$ cat config.mk
export PLATFORM = sky130hd
export DESIGN_NAME = register_writeback
export DESIGN_NICKNAME = d
export VERILOG_FILES = /design/src/rtl/register_writeback_pkg.sv /design/src/rtl/writeback_fifo.sv /design/src/rtl/register_writeback.sv
export SDC_FILE = /design/constraint.sdc
export NUM_CORES = 1
export LEC_CHECK = 0
export ABC_AREA = 1
export BUFFER_PORTS_ARGS = -buffer_cell sky130_fd_sc_hd__buf_4
export CAP_MARGIN = 25
export CORE_UTILIZATION = 35
export DETAILED_ROUTE_END_ITERATION = 7
export PLACE_DENSITY = 0.55
export SYNTH_ARGS = -nofsm -noshare
export SYNTH_HDL_FRONTEND = slang
export SYNTH_SLANG_ARGS = --single-unit
$ cat constraint.sdc
create_clock -name i_clk -period 3 [get_ports i_clk]
set_input_delay 0.3 -clock i_clk [delete_from_list [all_inputs] [get_ports i_clk]]
set_output_delay 0.3 -clock i_clk [all_outputs]
set_load 0.01 [all_outputs]
$ cat src/rtl/register_writeback_pkg.sv
// Shared register-file types: selector/data widths and the buffered write entry.
package register_writeback_pkg;

  localparam int unsigned SEL_W  = 4;
  localparam int unsigned DATA_W = 32;

  typedef struct packed {
    logic [SEL_W-1:0]  ws;
    logic [DATA_W-1:0] wd;
  } wb_entry;

endpackage

$ cat src/rtl/writeback_fifo.sv
// In-order circular buffer of pending register writes, with occupancy exposed for forwarding.
module writeback_fifo
  import register_writeback_pkg::*;
#(
  parameter int unsigned DEPTH = 4,
  localparam int unsigned PTR_W = $clog2(DEPTH),
  localparam int unsigned CNT_W = PTR_W + 1
) (
  input  logic                   clk,
  input  logic                   rst_n,
  input  logic                   push,
  input  wb_entry                push_data,
  input  logic                   pop,
  output wb_entry                head,
  output logic [CNT_W-1:0]       count,
  output logic                   full,
  output logic                   empty,
  output logic [PTR_W-1:0]       rd_ptr,
  output logic [DEPTH-1:0]       valid,
  output wb_entry [DEPTH-1:0]    entries
);

  wb_entry [DEPTH-1:0] mem_q;
  logic [PTR_W-1:0]    wr_ptr_q, rd_ptr_q;
  logic [CNT_W-1:0]    count_q, count_d;
  logic [DEPTH-1:0]    valid_q;
  logic                push_ok, pop_ok;

  assign full    = (count_q == CNT_W'(DEPTH));
  assign empty   = (count_q == '0);
  // A full buffer refuses pushes even when a pop happens in the same cycle.
  assign push_ok = push && !full;
  assign pop_ok  = pop && !empty;

  always_comb begin
    count_d = count_q;
    case ({push_ok, pop_ok})
      2'b10:   count_d = count_q + CNT_W'(1);
      2'b01:   count_d = count_q - CNT_W'(1);
      default: count_d = count_q;
    endcase
  end

  always_ff @(posedge clk) begin
    if (push_ok) begin
      mem_q[wr_ptr_q] <= push_data;
    end
  end

  // Push and pop never target the same slot: pointers only coincide when full or empty.
  always_ff @(posedge clk or negedge rst_n) begin
    if (!rst_n) begin
      wr_ptr_q <= '0;
      rd_ptr_q <= '0;
      count_q  <= '0;
      valid_q  <= '0;
    end else begin
      if (push_ok) begin
        wr_ptr_q          <= wr_ptr_q + PTR_W'(1);
        valid_q[wr_ptr_q] <= 1'b1;
      end
      if (pop_ok) begin
        rd_ptr_q          <= rd_ptr_q + PTR_W'(1);
        valid_q[rd_ptr_q] <= 1'b0;
      end
      count_q <= count_d;
    end
  end

  assign head    = mem_q[rd_ptr_q];
  assign count   = count_q;
  assign rd_ptr  = rd_ptr_q;
  assign valid   = valid_q;
  assign entries = mem_q;

endmodule

$ cat src/rtl/register_writeback.sv
// Register-file write initiator: buffered write requests drained onto one write port.
// Forwarding lookup is built only when REGISTER_WRITEBACK_FWD_EN is defined.
module register_writeback #(
  parameter int unsigned DEPTH  = 4,
  parameter int unsigned DATA_W = 32,
  parameter int unsigned SEL_W  = 4
) (
  input  logic                   i_clk,
  input  logic                   i_reset_n,
  input  logic                   i_valid,
  output logic                   o_ready,
  input  logic [SEL_W-1:0]       i_ws,
  input  logic [DATA_W-1:0]      i_wd,
  input  logic                   i_drain_en,
  output logic                   o_we,
  output logic [SEL_W-1:0]       o_ws,
  output logic [DATA_W-1:0]      o_wd,
  input  logic [SEL_W-1:0]       i_rs1,
  input  logic [SEL_W-1:0]       i_rs2,
  output logic                   o_fwd1_hit,
  output logic [DATA_W-1:0]      o_fwd1_data,
  output logic                   o_fwd2_hit,
  output logic [DATA_W-1:0]      o_fwd2_data,
  output logic [$clog2(DEPTH):0] o_count,
  output logic                   o_empty
);

  import register_writeback_pkg::wb_entry;

  localparam int unsigned PTR_W = $clog2(DEPTH);

  wb_entry                push_data, head;
  wb_entry [DEPTH-1:0]    entries;
  logic [DEPTH-1:0]       valid;
  logic [PTR_W-1:0]       rd_ptr;
  logic                   full, empty, pop;
  logic                   we_q;
  logic [SEL_W-1:0]       ws_q;
  logic [DATA_W-1:0]      wd_q;

  assign push_data = '{ws: i_ws, wd: i_wd};
  assign pop       = i_drain_en && !empty;

  writeback_fifo #(
    .DEPTH(DEPTH)
  ) u_writeback_fifo (
    .clk      (i_clk),
    .rst_n    (i_reset_n),
    .push     (i_valid),
    .push_data(push_data),
    .pop      (pop),
    .head     (head),
    .count    (o_count),
    .full     (full),
    .empty    (empty),
    .rd_ptr   (rd_ptr),
    .valid    (valid),
    .entries  (entries)
  );

  always_ff @(posedge i_clk or negedge i_reset_n) begin
    if (!i_reset_n) begin
      we_q <= 1'b0;
      ws_q <= '0;
      wd_q <= '0;
    end else begin
      we_q <= pop;
      if (pop) begin
        ws_q <= head.ws;
        wd_q <= head.wd;
      end
    end
  end

  assign o_ready = !full;
  assign o_we    = we_q;
  assign o_ws    = ws_q;
  assign o_wd    = wd_q;
  assign o_empty = empty && !we_q;

`ifdef REGISTER_WRITEBACK_FWD_EN
  logic [PTR_W-1:0] idx;

  // Output stage has lowest priority; walking oldest to youngest lets the youngest match win.
  always_comb begin
    o_fwd1_hit  = we_q && (ws_q == i_rs1);
    o_fwd1_data = o_fwd1_hit ? wd_q : '0;
    o_fwd2_hit  = we_q && (ws_q == i_rs2);
    o_fwd2_data = o_fwd2_hit ? wd_q : '0;
    idx         = rd_ptr;
    for (int k = 0; k < int'(DEPTH); k++) begin
      idx = rd_ptr + PTR_W'(k);
      if (valid[idx] && (entries[idx].ws == i_rs1)) begin
        o_fwd1_hit  = 1'b1;
        o_fwd1_data = entries[idx].wd;
      end
      if (valid[idx] && (entries[idx].ws == i_rs2)) begin
        o_fwd2_hit  = 1'b1;
        o_fwd2_data = entries[idx].wd;
      end
    end
  end
`else
  logic unused_fwd;

  assign o_fwd1_hit  = 1'b0;
  assign o_fwd1_data = '0;
  assign o_fwd2_hit  = 1'b0;
  assign o_fwd2_data = '0;
  assign unused_fwd  = ^{i_rs1, i_rs2, rd_ptr, valid, entries};
`endif

endmodule

Word-level counts from Yosys, hierarchy flattened --
Index checks and enable logic that the tools add are counted.
Word-level totals: bits in registers 188, bits of input ports 48, output and inout bits 108, word-level logic and storage cells 40
Operators by class: add/sub/neg operators 4, order comparisons 3, equal/unequal tests 3, mux-type cells 6, reduce and logical (&&, ||, !) cells 10
Operators with widths (count):
- bitwise mux 144 bit | 1
- binary-select mux 36 bit (select 2 bit) | 1
- demux 36 bit (select 2 bit) | 1
- two-way mux 36 bit | 2
- < comparator 2 x 3 -> 1 bit, second input constant | 2
- one-hot mux 3 bit (2 select lines) | 1
- logical AND 1 bit | 5
- adder 2 x 1 -> 2 bit, second input constant | 2
- adder 3 x 1 -> 3 bit, second input constant | 1
- equality test 3 bit, second input constant | 1
- logical NOT 1 bit | 3
- logical NOT 3 bit | 1
- subtractor 3 x 1 -> 3 bit, second input constant | 1
- equality test 2 x 1 -> 1 bit, second input constant | 1
- equality test 2 bit, second input constant | 1
- >= comparator 2 x 1 -> 1 bit, second input constant | 1
- nonzero test 2 bit | 1

Depth between registers and ports, before layout --
Gate-level depths: netlist (run 1).
depth in word-level cells 6, mapped depth 12, gate-level depth less buffers 11

Cells and area by module --
From an unflattened synthesis (run 1), not the netlist that was laid out.
Second synthesis, totals: cell total of the unflattened synthesis 656, area, all modules 8127.8 sq um
Modules (own cells, without submodules):
- writeback_fifo | times used 1, cells an instance 428, area an instance 6030.8 sq um, sequential area each 4599.4 sq um
- register_writeback | times used 1, cells an instance 228, area an instance 2097.0 sq um, sequential area each 925.9 sq um

Worst setup path after synthesis (run 1) --
No wires, ideal clock.
kind register to register, from register u_writeback_fifo.count_q[0] (netlist: u_writeback_fifo.count[0]), to register u_writeback_fifo.mem_q, in the netlist u_writeback_fifo.entries[0], enable pin, library setup time 429 ps, arrival 2310 ps, required time 2571 ps, path slack 260 ps, cell stages (with the launch flop) 5, buffers on the path 0, clock period less this slack 2740 ps, cell sequence dfrtp_1 nor2_2 nand2_1 nand2_2 nor2_1
Between the ends: word-level cells in the longest chain between the ends 3
Ends and longest elaborated chain:
- from (decl) | line writeback_fifo.sv:25 | logic [CNT_W-1:0] count_q, count_d;
- from (signal assigned) | line writeback_fifo.sv:66 | count_q <= count_d;
- equality test 3 bit | line writeback_fifo.sv:29 | assign full = (count_q == CNT_W'(DEPTH));
- logical NOT 1 bit
- net o_ready | line register_writeback.sv:11 | output logic o_ready,
- logical AND 1 bit | line writeback_fifo.sv:32 | assign push_ok = push && !full;
- to (signal, indexed assignment) | line writeback_fifo.sv:46 | mem_q[wr_ptr_q] <= push_data;
- to (decl) | line writeback_fifo.sv:23 | wb_entry [DEPTH-1:0] mem_q;
The timed path passes the listed nets, and every way through them passes these cells. A chain may end at the register's enable or synchronous reset.

Final worst setup path (run 1) --
from register u_writeback_fifo.count_q[0] (netlist: u_writeback_fifo.count[0]), to register u_writeback_fifo.count_q[2] (netlist: u_writeback_fifo.count[2])
Between the ends: word-level cells in the longest chain between the ends 6, elaborated cells on any way between the ends 13, classes of those cells add/sub: 2; eq/ne: 3; mux: 1; reduce/logical: 7
Ends and longest elaborated chain:
- logical NOT 3 bit | line writeback_fifo.sv:30 | assign empty = (count_q == '0);
- logical NOT 1 bit | line writeback_fifo.sv:33, register_writeback.sv:42
- logical AND 1 bit | line register_writeback.sv:42 | assign pop = i_drain_en && !empty;
- logical AND 1 bit | line writeback_fifo.sv:33 | assign pop_ok = pop && !empty;
- equality test 2 x 1 -> 1 bit or equality test 2 bit (tied branches) | line writeback_fifo.sv:37 | case ({push_ok, pop_ok})
- one-hot mux 3 bit (2 select lines) or nonzero test 2 bit (tied branches)
Parallel ways exist; a longest one is shown, timed or not.

==> results_dict.tcl, run 1 <==
set metrics [dict create \
    finalNetCount 968 \
    worst_pin_slew_ns 0.830 \
    pre_cts_slack_ns 0.958 \
    cts_root_buf "clkbuf_16" \
    clk_pin_slew_ns 0.07 \
    ys_types 21 \
    start_util_pct 35.7 \
    setup_viol 0 \
    cp-startpoint "u_writeback_fifo.count[0]" \
    worstSetupPathType "register to register" \
    ir_drop_v 0.000588 \
    drt_iter0_markers 250 \
    netlist_instances 834 \
    cts-buffers-inserted 17 \
    grt_pass1_wl_um 25900 \
    routedWlPerCell_um 12.8 \
    place_congestion 0.681 \
    synthXorXnorAreaFrac_pct 0.522 \
    first_pass_iters 4 \
    yosys.area.top_type "edfxtp_1" \
    dp_hpwl_um 9170 \
    coreArea_mm2 0.0235 \
    cts_setup_buffers 0 \
    synth_top_family_by_area "simple AND/OR/NAND/NOR gates" \
    drt_drc_violations_left 0 \
    setup_tns_ns 0 \
    antenna_cells 0 \
    final_hold_viol_count 0 \
    status "finished, final reports clean" \
    hold_path.class "input pin to register" \
    layout-drive-gt1-share_pct 14.6 \
    row_count 56 \
    clk_latency_ns 0.43 \
    min_period_over_period_pct 68.0 \
    drt_wl_total_um 16000 \
    syn_area_per_cell_um2 10.1 \
    grt_pass1_vias 4929 \
    mostFrequentLayoutCell "nand2_1" \
    slew_violations 0 \
    grt_usage_pct 14.2 \
    synthAdderAreaFrac_pct 0.985 \
    drv_cap 0 \
    critPathMaxFanout 7 \
    netlist.area_leader.share_pct 51.6 \
    hold_start "i_wd[25]" \
    rsz0062_at_grt "false" \
    power.density_mw_per_mm2 924 \
    drtAntennaViolNets 0 \
    die_y_um 157 \
    syn-cell-area_mm2 0.00838 \
    finClkSkew_ns 0.0112 \
    grt_max_degree 74 \
    leakage_nw 4.66 \
    ys_seq_elements 188 \
    setup_ws_ns 0.959 \
    antenna_found_initial 0 \
    synth_mux_area_share_pct 0 \
    slew_headroom_pct 44.6 \
    yosysWarnings 0 \
    cp-start-kind "register" \
    portBuffers 81 \
    synth_compound_area_share_pct 0.119 \
    synth_seq_area_share_pct 64.7 \
    final_cell_mix "nand2_1 (295), inv_1 (156), edfxtp_1 (144)" \
    arrival_ns 2.36 \
    cts.sinks 188 \
    rr_startpoint "u_writeback_fifo.count[0]" \
    synth_area_leaders "edfxtp_1 (52%), nand2_1 (13%), dfrtp_1 (13%)" \
    synthSimpleGateAreaFrac_pct 18.2 \
    syn2layout_area_growth_pct 15.2 \
    dieWidth_um 157 \
    critPathRequiredTime_ns 3.32 \
    io_pins 156 \
    fmax_mhz 490 \
    fin_crit_ns 2.04 \
    die_area_mm2 0.0246 \
    cts_tree "built" \
    num_vias 5075 \
    clockBufferDepth 2 \
    via_per_inst 4.07 \
    overflow 0 \
    cp-end-kind "register" \
    htreeDepth 4 \
]
path summary, 6_finish.rpt:
kind / end / slack, ns / cells past startpoint
worst min-delay path: u_writeback_fifo.entries[133] / 0.07 / 1
max in group asynchronous: u_writeback_fifo.rd_ptr[1] / 2.10 / 2
min in group asynchronous: u_writeback_fifo.count[0] / 0.44 / 2
worst max register to register: u_writeback_fifo.count[2] / 0.96 / 9
worst max-delay path: u_writeback_fifo.count[2] / 0.96 / 9
worst min register to register: o_wd[1] / 0.48 / 2
power by group:
| group | total, mW | internal [mW] | switching [mW] |
|---|---|---|---|
| Sequential | 3.76 | 3.53 | 0.236 |
| Combinational | 3.04 | 1.08 | 1.95 |
| Clock | 2.12 | 1.09 | 1.03 |
critical path, stage by stage (launching register included):
cell and delay (ns):
dfrtp_1 0.43, nor2_2 0.15, nand2_1 0.12, nand2_2 0.26, ha_1 0.23, inv_1 0.07
fa_1 0.38, nand2_1 0.08, nand3_1 0.08, xor2_1 0.14
through the flow:
step	std cells	total power [mW]	utilization, %	cell area (um2)	hold WS, ns
4_1_cts	1246	9.09	41.2	9660	0.0438
5_1_grt	1246	9.63	41.2	9660	0.0396
3_5_place_dp	1213	6.95	38.7	9090	0.375
2_1_floorplan	899	5.91	-	8630	0.00441
3_3_place_gp	1213	6.92	38.7	9090	0.369
6_report	1246	8.92	41.2	9660	0.0661
layout make-up:
cell class	count	area (um2)
clock buffers	17	425
multi-input cells	457	1940
fillers	2246	13800
repair buffers	91	736
well taps	319	399
clock inverters	15	131
flip-flops and latches	188	5430
inverters	159	599
cell families after synthesis:
| family | count (synthesis) |
|---|---|
| AOI/OAI and AO/OA | 2 |
| xor gates and xnor gates | 5 |
| other | 1 |
| DFF | 188 |
| adders and majority gates | 6 |
| buffers and inverters | 254 |
| and+or+nand+nor | 378 |
metal layers:
| layer | share of wire, % | vias up | track usage (%) | wire length (um) |
|---|---|---|---|---|
| met5 | 0 | - | 0 | 0 |
| li1 | - | 2591 | - | - |
| met1 | 45 | 2340 | 17.5 | 7170 |
| met4 | 0.63 | 0 | 3.83 | 101 |
| met3 | 4.6 | 7 | 4.04 | 734 |
| met2 | 50 | 137 | 24.2 | 7960 |
registers in the layout, indices dropped and copies added (netlist names):
name,flops
o_wd,32
o_ws,4
u_writeback_fifo.count,3
o_we,1
u_writeback_fifo.entries,144
u_writeback_fifo.wr_ptr_q,2
u_writeback_fifo.rd_ptr,2
repair_timing:
item,CTS,global route
resized for setup,0,0
hold buffers,1,0
hold endpoints to repair,44,0
cells in the mapped netlist (all sizes together):
| cell | number |
|---|---|
| fa | 1 |
| xnor2 | 2 |
| o21ai | 2 |
| buf | 95 |
| ha | 5 |
| conb | 1 |
| edfxtp | 144 |
| xor2 | 3 |
| dfrtp | 44 |
| nand3 | 74 |
| inv | 159 |
| nand2 | 298 |
| nor2 | 6 |
No activity file was read; power rests on OpenSTA's default activity.
==> run 2, diff against run 1 <==
- ABC_AREA: 1 -> 0
- PLACE_DENSITY: 0.55 -> 0.57
- clock period: 3 -> 1.7 ns (I/O delays scaled with it)
==> run 2 against run 1 <==
The flow now finishes with violations (negative setup slack). Synthesized area is 11% lower. Register-to-register slack worse by 1.3 ns. Combinational power is 62% higher. Critical path depth stayed put. First-iteration DRC count is 32% lower. Final cell count is 30% lower. Largest cell class unchanged.
==> results_dict.tcl, run 2 <==
set metrics [dict create \
    final_hold_viol_count 0 \
    leakage_nw 3.72 \
    grt_max_degree 45 \
    stdcell_area_mm2 0.00937 \
    clockBufferDepth 2 \
    row_count 53 \
    synth_async_sr_flop_share_pct 23.4 \
    syn_area_per_cell_um2 16.8 \
    drt_drc_violations_left 0 \
    place_congestion 0.736 \
    slowest_delay_ns 0.41 \
    mostFrequentLayoutCell "edfxtp_1" \
    syn2layout_area_growth_pct 25.1 \
    cp-start-kind "register" \
    yosys-top-cells-count "edfxtp_1 (144), nand2_1 (109), buf_4 (66)" \
    ys.flop_type "edfxtp_1" \
    largest_register_ffs 144 \
    via_per_inst 4.42 \
    portBuffers 81 \
    grt_usage_pct 13.6 \
    clk_latency_ns 0.43 \
    ys_seq_elements 188 \
    cp_top_family "simple AND/OR/NAND/NOR gates" \
    ys_types 23 \
    timing.hold.ws_ns 0.229 \
    arrival_ns 2.36 \
    slew_headroom_pct 56.3 \
    grt_pass1_vias 4044 \
    min_period_over_period_pct 119 \
    yosysWarnings 0 \
    setup_ws_ns -0.319 \
    slew_violations 0 \
    fmax_mhz 495 \
    netlist_instances 446 \
    synth_area_leaders "edfxtp_1 (58%), dfrtp_1 (15%), mux4_2 (11%)" \
    crit_buf_inv 2 \
    utilization_pct 44.6 \
    dpl_cell_area_mm2 0.00842 \
    power.density_mw_per_mm2 1630 \
    worstSetupPathType "register to register" \
    synth_seq_area_share_pct 72.4 \
    dieWidth_um 148 \
    synth-edff-count 144 \
    die_area_mm2 0.0220 \
    htreeDepth 4 \
    setup_viol 147 \
    drtAntennaViolNets 0 \
    dp_hpwl_um 8270 \
    routedWlPerCell_um 15.6 \
    cp-end-kind "register" \
    worst_pin_slew_ns 0.655 \
    final_cell_mix "edfxtp_1 (144), nand2_1 (109), buf_4 (91)" \
    die_y_um 148 \
    cts_root_buf "clkbuf_16" \
    drt_wl_total_um 13700 \
    crit_chain "or3b_4 > and2_4 > inv_2 > ha_4 > inv_2 > fa_2 > xor2_1 > nor2_1 > xor2_1" \
    cts-buffers-inserted 17 \
    syn-cell-area_mm2 0.00749 \
    yosys.area.top_type "edfxtp_1" \
    cts.sinks 188 \
    antenna_cells 0 \
    status "finished, violations left" \
    setup_tns_ns -4.08 \
    antenna_found_initial 0 \
    hold_path.class "input pin to register" \
    drt_iter0_markers 169 \
    crit_slowest_cell "or3b_4" \
    overflow 0 \
    finalNetCount 643 \
    coreArea_mm2 0.0210 \
    clk_pin_slew_ns 0.07 \
    drv_cap 0 \
    fillCellCount 1836 \
    finClkSkew_ns 0.0115 \
    critPathMaxFanout 2 \
    netlist.area_leader.share_pct 57.7 \
    grt_pass1_wl_um 22000 \
    start_util_pct 35.6 \
    num_vias 3872 \
    layout-drive-gt1-share_pct 30.7 \
    final_cell_count_no_fill 877 \
    io_pins 156 \
    fin_crit_ns 2.02 \
    rsz0062_at_grt "true" \
    dp_cells 805 \
    synth.most_common_cell "edfxtp_1" \
    ir_drop_v 0.000842 \
    first_pass_iters 4 \
    cts_tree "built" \
    violations "negative setup slack" \
    critPathRequiredTime_ns 2.04 \
]
## run 2: cell types whose count changed after synthesis, moves of 4 or more
cell,delta
nor2_1,-4
mux4_2,+36
and3_2,+4
inv_1,-149
nand2_1,-186
buf_4,-13
nand3_1,-74
## run 2: through the flow
| step | setup slack, ns | power [mW] |
|---|---|---|
| 3_5_place_dp | -0.329 | 11.7 |
| 3_3_place_gp | -0.226 | 11.6 |
| 4_1_cts | -0.312 | 15.5 |
| 2_1_floorplan | -0.362 | 9.68 |
| 6_report | -0.319 | 15.3 |
| 5_1_grt | -0.386 | 16.3 |
## run 2: path summary, 6_finish.rpt
check,start,end,slack [ns],cells after the start
max,u_writeback_fifo.count[1],u_writeback_fifo.count[2],-0.32,9
min,i_drain_en,u_writeback_fifo.count[0],0.23,5
max reg2reg,u_writeback_fifo.count[1],u_writeback_fifo.count[2],-0.32,9
min reg2reg,o_wd[16],o_wd[16],0.47,2
max in group asynchronous,i_reset_n,u_writeback_fifo.rd_ptr[0],0.88,2
min in group asynchronous,i_reset_n,o_wd[22],0.32,2
## run 2: final cells by class
| cell class | instances | area [um2] | area share [%] |
|---|---|---|---|
| clock buffers | 19 | 433 | 4.62 |
| clock inverters | 13 | 104 | 1.11 |
| well taps | 275 | 344 | 3.67 |
| flip-flops and latches | 188 | 5430 | 57.9 |
| inverters | 7 | 26.3 | 0.280 |
| multi-input cells | 234 | 1740 | 18.6 |
| repair buffers | 141 | 1300 | 13.8 |
## run 2: kinds of logic after synthesis
logic type / share of synthesized area [%]
fa+ha+maj: 1.10
buf+inv: 8.23
mux: 11.2
simple gates: 6.26
compound gates: 0.100
other cells: 0.0500
xor+xnor: 0.701
flops: 72.4
## run 2: where the power goes
group / leakage [nW] / switching [mW] / internal (mW)
Combinational: 1.61 / 2.41 / 2.53
Sequential: 1.85 / 0.467 / 6.25
Clock: 0.262 / 1.72 / 1.91
Total: 3.72 / 4.60 / 10.7
## run 2: worst reg2reg max path, delay by kind of cell, from the launching register on
kind	cells	cell delay (ns)
buf+inv	2	0.09
flops	1	0.39
fa+ha+maj	2	0.47
xor+xnor	2	0.32
simple gates	3	0.67
## run 2: metal layers
layer	wire length, um	share of wire (%)	vias up	track usage (%)
met5	0	0	-	0
met2	6690	49	134	21.8
met1	6320	46	1968	18.0
li1	-	-	1757	-
met3	591	4.3	13	3.74
met4	106	0.77	0	3.81
## run 2: timing repair
action	4_1_cts	5_1_grt
pin swaps	2	0
endpoints found under the hold margin	188	0
gates cloned	0	0
setup endpoints to repair	3	39
setup buffers	2	1
hold buffers	37	0
resized for setup	0	4
